File: src/rtl/score_display_scan_pkg.sv
// Shared definitions for the score display: active-low segment patterns (dp off),
// converter FSM state encodings, default scan divider and a display-range helper.
package score_display_scan_pkg;

  localparam logic [7:0] SEG_0     = 8'hC0;
  localparam logic [7:0] SEG_1     = 8'hF9;
  localparam logic [7:0] SEG_2     = 8'hA4;
  localparam logic [7:0] SEG_3     = 8'hB0;
  localparam logic [7:0] SEG_4     = 8'h99;
  localparam logic [7:0] SEG_5     = 8'h92;
  localparam logic [7:0] SEG_6     = 8'h82;
  localparam logic [7:0] SEG_7     = 8'hF8;
  localparam logic [7:0] SEG_8     = 8'h80;
  localparam logic [7:0] SEG_9     = 8'h90;
  localparam logic [7:0] SEG_BLANK = 8'hFF;

  localparam int DEF_TICK_DIV = 50000;

  typedef enum logic [1:0] {
    ST_IDLE   = 2'd0,
    ST_CONV   = 2'd1,
    ST_COMMIT = 2'd2
  } conv_state_e;

  function automatic logic [7:0] seg_lookup(input logic [3:0] nib);
    logic [7:0] s;
    case (nib)
      4'd0:    s = SEG_0;
      4'd1:    s = SEG_1;
      4'd2:    s = SEG_2;
      4'd3:    s = SEG_3;
      4'd4:    s = SEG_4;
      4'd5:    s = SEG_5;
      4'd6:    s = SEG_6;
      4'd7:    s = SEG_7;
      4'd8:    s = SEG_8;
      4'd9:    s = SEG_9;
      default: s = SEG_BLANK;
    endcase
    return s;
  endfunction

  // Largest value representable on the given number of decimal digits.
  function automatic logic [63:0] max_display(input int digits);
    logic [63:0] v;
    v = 64'd1;
    for (int i = 0; i < digits; i++) v = v * 64'd10;
    return v - 64'd1;
  endfunction

endpackage

File: src/rtl/score_display_scan_bin2bcd_seq.sv
// Iterative shift-add-3 binary to BCD converter, one bit per cycle for BIN_W cycles after start.
// done marks the final iteration cycle (bcd valid next cycle); start is ignored while busy.
module bin2bcd_seq #(
  parameter int BIN_W      = 14,
  parameter int NUM_DIGITS = 4
) (
  input  logic                    clk,
  input  logic                    rst,
  input  logic                    start,
  input  logic [BIN_W-1:0]        bin,
  output logic                    busy,
  output logic                    done,
  output logic [4*NUM_DIGITS-1:0] bcd
);

  localparam int BCD_W = 4 * NUM_DIGITS;
  localparam int CW    = $clog2(BIN_W + 1);

  logic [BIN_W-1:0] bin_q, bin_d;
  logic [BCD_W-1:0] bcd_q, bcd_d, adj;
  logic [CW-1:0]    cnt_q, cnt_d;
  logic             busy_q, busy_d;

  always_comb begin
    adj = bcd_q;
    for (int i = 0; i < NUM_DIGITS; i++) begin
      if (adj[4*i +: 4] >= 4'd5) adj[4*i +: 4] = adj[4*i +: 4] + 4'd3;
    end

    bin_d  = bin_q;
    bcd_d  = bcd_q;
    cnt_d  = cnt_q;
    busy_d = busy_q;
    if (busy_q) begin
      bin_d = bin_q << 1;
      bcd_d = (adj << 1) | BCD_W'(bin_q[BIN_W-1]);
      cnt_d = cnt_q + CW'(1);
      if (cnt_q == CW'(BIN_W - 1)) busy_d = 1'b0;
    end else if (start) begin
      bin_d  = bin;
      bcd_d  = '0;
      cnt_d  = '0;
      busy_d = 1'b1;
    end
  end

  always_ff @(posedge clk) begin
    if (rst) begin
      bin_q  <= '0;
      bcd_q  <= '0;
      cnt_q  <= '0;
      busy_q <= 1'b0;
    end else begin
      bin_q  <= bin_d;
      bcd_q  <= bcd_d;
      cnt_q  <= cnt_d;
      busy_q <= busy_d;
    end
  end

  assign busy = busy_q;
  assign done = busy_q && (cnt_q == CW'(BIN_W - 1));
  assign bcd  = bcd_q;

endmodule

File: src/rtl/score_display_scan.sv
// Scanned 7-segment score display: load -> done after BIN_W+1 cycles, loads while busy are dropped,
// digits change atomically after commit. SEG_BLINK_EN adds a blink input that blanks alternate windows.
module score_display_scan
  import score_display_scan_pkg::*;
#(
`ifdef SEG_BLINK_EN
  parameter int BLINK_TICKS = 64,
`endif
  parameter int NUM_DIGITS = 4,
  parameter int BIN_W      = 14,
  parameter int TICK_DIV   = DEF_TICK_DIV,
  parameter int LZB        = 1
) (
  input  logic                  clk,
  input  logic                  rst,
`ifdef SEG_BLINK_EN
  input  logic                  blink,
`endif
  input  logic [BIN_W-1:0]      value,
  input  logic                  load,
  input  logic [NUM_DIGITS-1:0] dp_mask,
  output logic                  busy,
  output logic                  done,
  output logic                  ovf,
  output logic [7:0]            seg,
  output logic [NUM_DIGITS-1:0] an
);

  localparam int          TW      = (TICK_DIV > 1) ? $clog2(TICK_DIV) : 1;
  localparam int          IW      = (NUM_DIGITS > 1) ? $clog2(NUM_DIGITS) : 1;
  localparam int          BCD_W   = 4 * NUM_DIGITS;
  localparam logic [63:0] MAX_VAL = max_display(NUM_DIGITS);

  conv_state_e      state_q, state_d;
  logic             busy_q, busy_d;
  logic             done_q, done_d;
  logic             ovf_q, ovf_d;
  logic             ovf_pend_q, ovf_pend_d;
  logic [BCD_W-1:0] digits_q, digits_d;

  logic             sat;
  logic [BIN_W-1:0] conv_bin;
  logic             conv_start, conv_busy, conv_done;
  logic [BCD_W-1:0] conv_bcd;

  assign sat      = 64'(value) > MAX_VAL;
  assign conv_bin = sat ? MAX_VAL[BIN_W-1:0] : value;

  bin2bcd_seq #(
    .BIN_W      (BIN_W),
    .NUM_DIGITS (NUM_DIGITS)
  ) u_bin2bcd (
    .clk   (clk),
    .rst   (rst),
    .start (conv_start),
    .bin   (conv_bin),
    .busy  (conv_busy),
    .done  (conv_done),
    .bcd   (conv_bcd)
  );

  always_comb begin
    state_d    = state_q;
    busy_d     = busy_q;
    done_d     = 1'b0;
    ovf_d      = ovf_q;
    ovf_pend_d = ovf_pend_q;
    digits_d   = digits_q;
    conv_start = 1'b0;
    case (state_q)
      ST_IDLE: begin
        if (load && !conv_busy) begin
          conv_start = 1'b1;
          state_d    = ST_CONV;
          busy_d     = 1'b1;
          ovf_pend_d = sat;
        end
      end
      ST_CONV: begin
        if (conv_done) begin
          state_d = ST_COMMIT;
          busy_d  = 1'b0;
          done_d  = 1'b1;
        end
      end
      ST_COMMIT: begin
        // Digits land at the end of this cycle so a coinciding tick still sees the old value.
        state_d  = ST_IDLE;
        digits_d = conv_bcd;
        ovf_d    = ovf_pend_q;
      end
      default: state_d = ST_IDLE;
    endcase
  end

  always_ff @(posedge clk) begin
    if (rst) begin
      state_q    <= ST_IDLE;
      busy_q     <= 1'b0;
      done_q     <= 1'b0;
      ovf_q      <= 1'b0;
      ovf_pend_q <= 1'b0;
      digits_q   <= '0;
    end else begin
      state_q    <= state_d;
      busy_q     <= busy_d;
      done_q     <= done_d;
      ovf_q      <= ovf_d;
      ovf_pend_q <= ovf_pend_d;
      digits_q   <= digits_d;
    end
  end

  logic [TW-1:0]         tick_cnt_q, tick_cnt_d;
  logic                  tick;
  logic [IW-1:0]         idx_q, idx_d;
  logic [7:0]            seg_q, seg_d;
  logic [NUM_DIGITS-1:0] an_q, an_d;
  logic                  blink_off;

  assign tick = (tick_cnt_q == TW'(TICK_DIV - 1));

`ifdef SEG_BLINK_EN
  localparam int BKW = (BLINK_TICKS > 1) ? $clog2(BLINK_TICKS) : 1;

  logic [BKW-1:0] blink_cnt_q, blink_cnt_d;
  logic           phase_q, phase_d;

  always_comb begin
    blink_cnt_d = blink_cnt_q;
    phase_d     = phase_q;
    if (tick) begin
      if (blink_cnt_q == BKW'(BLINK_TICKS - 1)) begin
        blink_cnt_d = '0;
        phase_d     = ~phase_q;
      end else begin
        blink_cnt_d = blink_cnt_q + BKW'(1);
      end
    end
  end

  always_ff @(posedge clk) begin
    if (rst) begin
      blink_cnt_q <= '0;
      phase_q     <= 1'b0;
    end else begin
      blink_cnt_q <= blink_cnt_d;
      phase_q     <= phase_d;
    end
  end

  assign blink_off = blink && phase_q;
`else
  assign blink_off = 1'b0;
`endif

  logic [3:0]            dig [NUM_DIGITS];
  logic [NUM_DIGITS-1:0] lead_blank;
  logic [7:0]            cur_lut;
  logic                  slot_blank;

  // Walk from the top digit down; a digit is leading-blank until the first non-zero is seen.
  always_comb begin
    logic seen;
    seen = 1'b0;
    for (int i = NUM_DIGITS - 1; i >= 0; i--) begin
      dig[i]        = digits_q[4*i +: 4];
      seen          = seen | (dig[i] != 4'd0);
      lead_blank[i] = (LZB != 0) && (i != 0) && !seen;
    end
  end

  always_comb begin
    cur_lut    = seg_lookup(dig[idx_q]);
    slot_blank = lead_blank[idx_q] || blink_off;
    tick_cnt_d = tick ? '0 : tick_cnt_q + TW'(1);
    idx_d      = idx_q;
    seg_d      = seg_q;
    an_d       = an_q;
    if (tick) begin
      idx_d = (idx_q == '0) ? IW'(NUM_DIGITS - 1) : idx_q - IW'(1);
      if (slot_blank) begin
        seg_d = SEG_BLANK;
        an_d  = '1;
      end else begin
        seg_d = (cur_lut == SEG_BLANK) ? SEG_BLANK : {~dp_mask[idx_q], cur_lut[6:0]};
        an_d  = ~(NUM_DIGITS'(1) << idx_q);
      end
    end
  end

  always_ff @(posedge clk) begin
    if (rst) begin
      tick_cnt_q <= '0;
      idx_q      <= IW'(NUM_DIGITS - 1);
      seg_q      <= SEG_BLANK;
      an_q       <= '1;
    end else begin
      tick_cnt_q <= tick_cnt_d;
      idx_q      <= idx_d;
      seg_q      <= seg_d;
      an_q       <= an_d;
    end
  end

  assign busy = busy_q;
  assign done = done_q;
  assign ovf  = ovf_q;
  assign seg  = seg_q;
  assign an   = an_q;

endmodule

File: config.mk
export PLATFORM = sky130hd
export DESIGN_NAME = score_display_scan
export DESIGN_NICKNAME = d
export VERILOG_FILES = /design/src/rtl/score_display_scan_pkg.sv /design/src/rtl/score_display_scan_bin2bcd_seq.sv /design/src/rtl/score_display_scan.sv
export SDC_FILE = /design/constraint.sdc
export NUM_CORES = 1
export LEC_CHECK = 0
export ABC_AREA = 1
export CAP_MARGIN = 5
export CORE_MARGIN = 5
export CORE_UTILIZATION = 46
export CTS_BUF_LIST = sky130_fd_sc_hd__clkbuf_16
export DETAILED_ROUTE_END_ITERATION = 12
export HOLD_SLACK_MARGIN = 0.02
export PLACE_DENSITY = 0.66
export RECOVER_POWER = 100
export SYNTH_ARGS = -nofsm -noshare
export SYNTH_HDL_FRONTEND = slang
export SYNTH_SLANG_ARGS = --single-unit
File: constraint.sdc
create_clock -name clk -period 2.8 [get_ports clk]
set_input_delay 0.28 -clock clk [delete_from_list [all_inputs] [get_ports clk]]
set_output_delay 0.28 -clock clk [all_outputs]
set_load 0.02 [all_outputs]
==> flow_summary_export.csv <==
group,metric,value,unit
status,run_status,"finished, final reports clean",
flow_run,cap_viol_max_count,0,
timing,hold_viol,0,
synthesis,synth_nets,633,
clocking,tritoncts,"yes",
hold_path,hp-start,"tick_cnt_q[0]",
global_route,grt.total_usage,0.164,
timing,final-setup-viol-count,0,
clocking,number_of_buffers_added_by_the_clock_tree_synthesis_step,9,
timing,timing.fmax,0.448,GHz
clocking,ctsRootBufferMaster,"clkbuf_16",
critical_path,timing.critical_path.to_type,"register",
hold_path,hold_class,"register to register",
detailed_routing,drt_drc_violations_left,0,
critical_path,timing.setup.critical_path_class,"register to register",
clocking,clk-insertion-delay-late,0.33,ns
cells_and_area,num-fill-cells,877,
global_route,first_global_vias,3569,
timing,rsz_0062_raised_after_global_routing,"no",
floorplan,die_x,107,um
pwr,vdd_ir_drop_max,292,uV
placement,hpwl_detailed,6440,um
timing,timing.final.max_slew_violations,0,
critical_path,worst-endpoint-arrival,2.46,ns
global_route,grt_first_pass_wirelength,15700,um
cells_and_area,n_antenna_cell,0,
synthesis,syn_area_per_cell,7.40,um^2
placement,numPlacedInstances,737,
detailed_routing,top_layer,"met4",
detailed_routing,dr_total_vias,3721,
detailed_routing,finalWirelength,8770,um
floorplan,design.core.area,9240,um^2
floorplan,start_util,0.472,
synthesis,yosys_warnings,0,
synthesis,ys_ff_latch,87,
cells_and_area,layout.cell_area.non_filler,5030,um^2
detailed_routing,postRouteAntennaNets,0,
detailed_routing,met3_length,292,um
detailed_routing,drt-pass1-iter-count,5,
detailed_routing,total_met2_wirelength_after_detailed_routing,4180,um
pwr,cellLeakagePower,1.96,nW
cells_and_area,final_layout_size_suffix_gt1_frac,0.0929,
floorplan,core.rowCount,35,
cells_and_area,final_cells,753,
synthesis,netlist-cell-type-count,41,
clocking,cts_buffer_depth,2,
detailed_routing,met1Wirelength,4250,um
global_route,largest_net_degree_at_the_start_of_global_routing,39,
timing,worst_pin_slew,1.14,ns
detailed_routing,drt_first_iter_violations,152,
clocking,path_clk_slew,0.06,ns
placement,numPortBuffers,35,
cells_and_area,layout-area-overhead-vs-synth,15.3,%
placement,placedInstanceArea,4790,um^2
floorplan,die-area,11500,um^2
detailed_routing,detail_route.vias_per_cell,4.94,
clocking,maximum_level_of_the_cts_h_tree,3,
timing,final.setup_skew,0.00788,ns
synthesis,syn-cell-area,4360,um^2
clocking,clock_sinks,87,
floorplan,die_height,107,um
timing,tns,0,ns
synthesis,synthesis.instances,590,
floorplan,floorplan.io_pins,36,
detailed_routing,wire_per_inst,11.7,um
timing,timing.final.crit_share,0.797,
pwr,power_density,499,nW/um^2
critical_path,timing.critical_path.required,3.03,ns
clocking,cts_repair_resize_count,0,
cells_and_area,nNetsFinal,662,
clocking,post_cts_hold_buffer_count,0,
critical_path,r2r_start,"idx_q[0]",
global_route,grt-ovfl-total,0,
timing,post_route_minimum_period,2.23,ns
placement,gp_routability_congestion,0.881,
clocking,postCtsSetupBuffers,0,
timing,slew_headroom,0.239,
critical_path,worst_setup_path_startpoint,"idx_q[0]",
critical_path,worst-path-max-fanout,16,
critical_path,cp-start-kind,"register",
global_route,antenna_found_initial,0,
synthesis,synth_sequential_area_ratio,0.399,
==> area by class of cell <==
cell class / instances / area (um^2) / share of cell area
Sequential cell: 87 / 1740 / 0.346
Clock buffer: 9 / 225 / 0.0448
Timing Repair Buffer: 39 / 377 / 0.0749
Multi-Input combinational cell: 407 / 2200 / 0.437
Tap cell: 129 / 161 / 0.0321
Clock inverter: 7 / 41.3 / 0.00821
Inverter: 75 / 284 / 0.0565
==> registers in the layout (all words and copies together) (netlist names) <==
register	cells
ovf_pend_q	1
u_bin2bcd.busy	1
done	1
u_bin2bcd.cnt_q	4
busy	1
digits_q	16
u_bin2bcd.bin_q	14
state_q	2
tick_cnt_q	16
idx_q	2
seg	8
an	4
u_bin2bcd.bcd	16
ovf	1
==> routing by layer <==
metal	vias to the layer above	GRT usage
met3	5	0.0366
li1	1981	-
met4	0	0.0469
met1	1686	0.210
met2	49	0.276
met5	-	0
==> kinds of logic (layout without fill, tap and decap cells) <==
kind of cell	count (synthesis)	count (layout)	share of synthesized area
and+or+nand+nor	255	255	0.276
xor gates and xnor gates	7	7	0.0140
DFF	87	87	0.399
buffers and inverters	96	130	0.0920
AOI/OAI and AO/OA	123	123	0.156
adders and majority gates	22	22	0.0631
==> final timing paths <==
| path | endpoint | slack (ns) | cells after the start |
|---|---|---|---|
| max | seg[5] | 0.57 | 11 |
| min | tick_cnt_q[0] | 0.46 | 1 |
| max reg2reg | seg[5] | 0.57 | 11 |
| min reg2reg | tick_cnt_q[0] | 0.46 | 1 |
==> power breakdown <==
| group | internal [mW] | total (mW) | switching (mW) |
|---|---|---|---|
| Sequential | 1.27 | 1.28 | 0.0167 |
| Clock | 0.593 | 1.06 | 0.466 |
| Combinational | 0.0637 | 0.170 | 0.106 |
| Total | 1.92 | 2.51 | 0.589 |
==> critical path, cell delays in order, from the launching register on <==
cell and delay (ns):
dfxtp_1 0.60, inv_1 0.37, nand2_1 0.13, nand3_1 0.08
nand2_1 0.17, inv_1 0.11, ha_1 0.18, inv_1 0.06
nand3_1 0.09, nand3_1 0.11, nand2_2 0.06, o22a_1 0.16
==> cell usage after synthesis, drive strengths merged <==
cell type,instances,area [um^2]
inv,74,280
o22a,3,26.3
o22ai,2,12.5
nand4,8,56.3
nor3,9,66.3
clkbuf,7,26.3
nor4,1,6.26
xnor2,1,8.76
clkinv,1,3.75
buf,14,91.3
nand3,46,273
dfxtp,87,1740
o21a,1,7.51
a31oi,13,81.3
xor2,6,52.6
o21ai,41,213
nand2,138,573
nand3b,1,7.51
o221ai,1,8.76
nor2,51,214
nor3b,1,7.51
a22oi,1,7.51
ha,22,275
a21oi,61,324
==> through the flow <==
stage	hold slack, ns	total power, mW	utilization	setup WS (ns)
3_3_place_gp	0.435	1.48	0.518	0.803
3_5_place_dp	0.442	1.49	0.518	0.737
6_report	0.457	2.51	0.544	0.570
2_1_floorplan	0.418	1.42	-	1.13
4_1_cts	0.460	2.56	0.547	0.732
5_1_grt	0.475	2.64	0.544	0.286
==> layout by cell type, fill, tap and decap left out, drive strengths merged, types with 6 or more instances in the layout <==
master	n
nand2	138
dfxtp	87
inv	75
a21oi	61
nor2	51
nand3	46
o21ai	41
ha	22
clkdlybuf4s50	20
dlygate4sd3	15
a31oi	13
clkbuf	10
nor3	9
nand4	8
clkinv	7
xor2	6
Note: power is estimated with default switching activity, not from simulation.
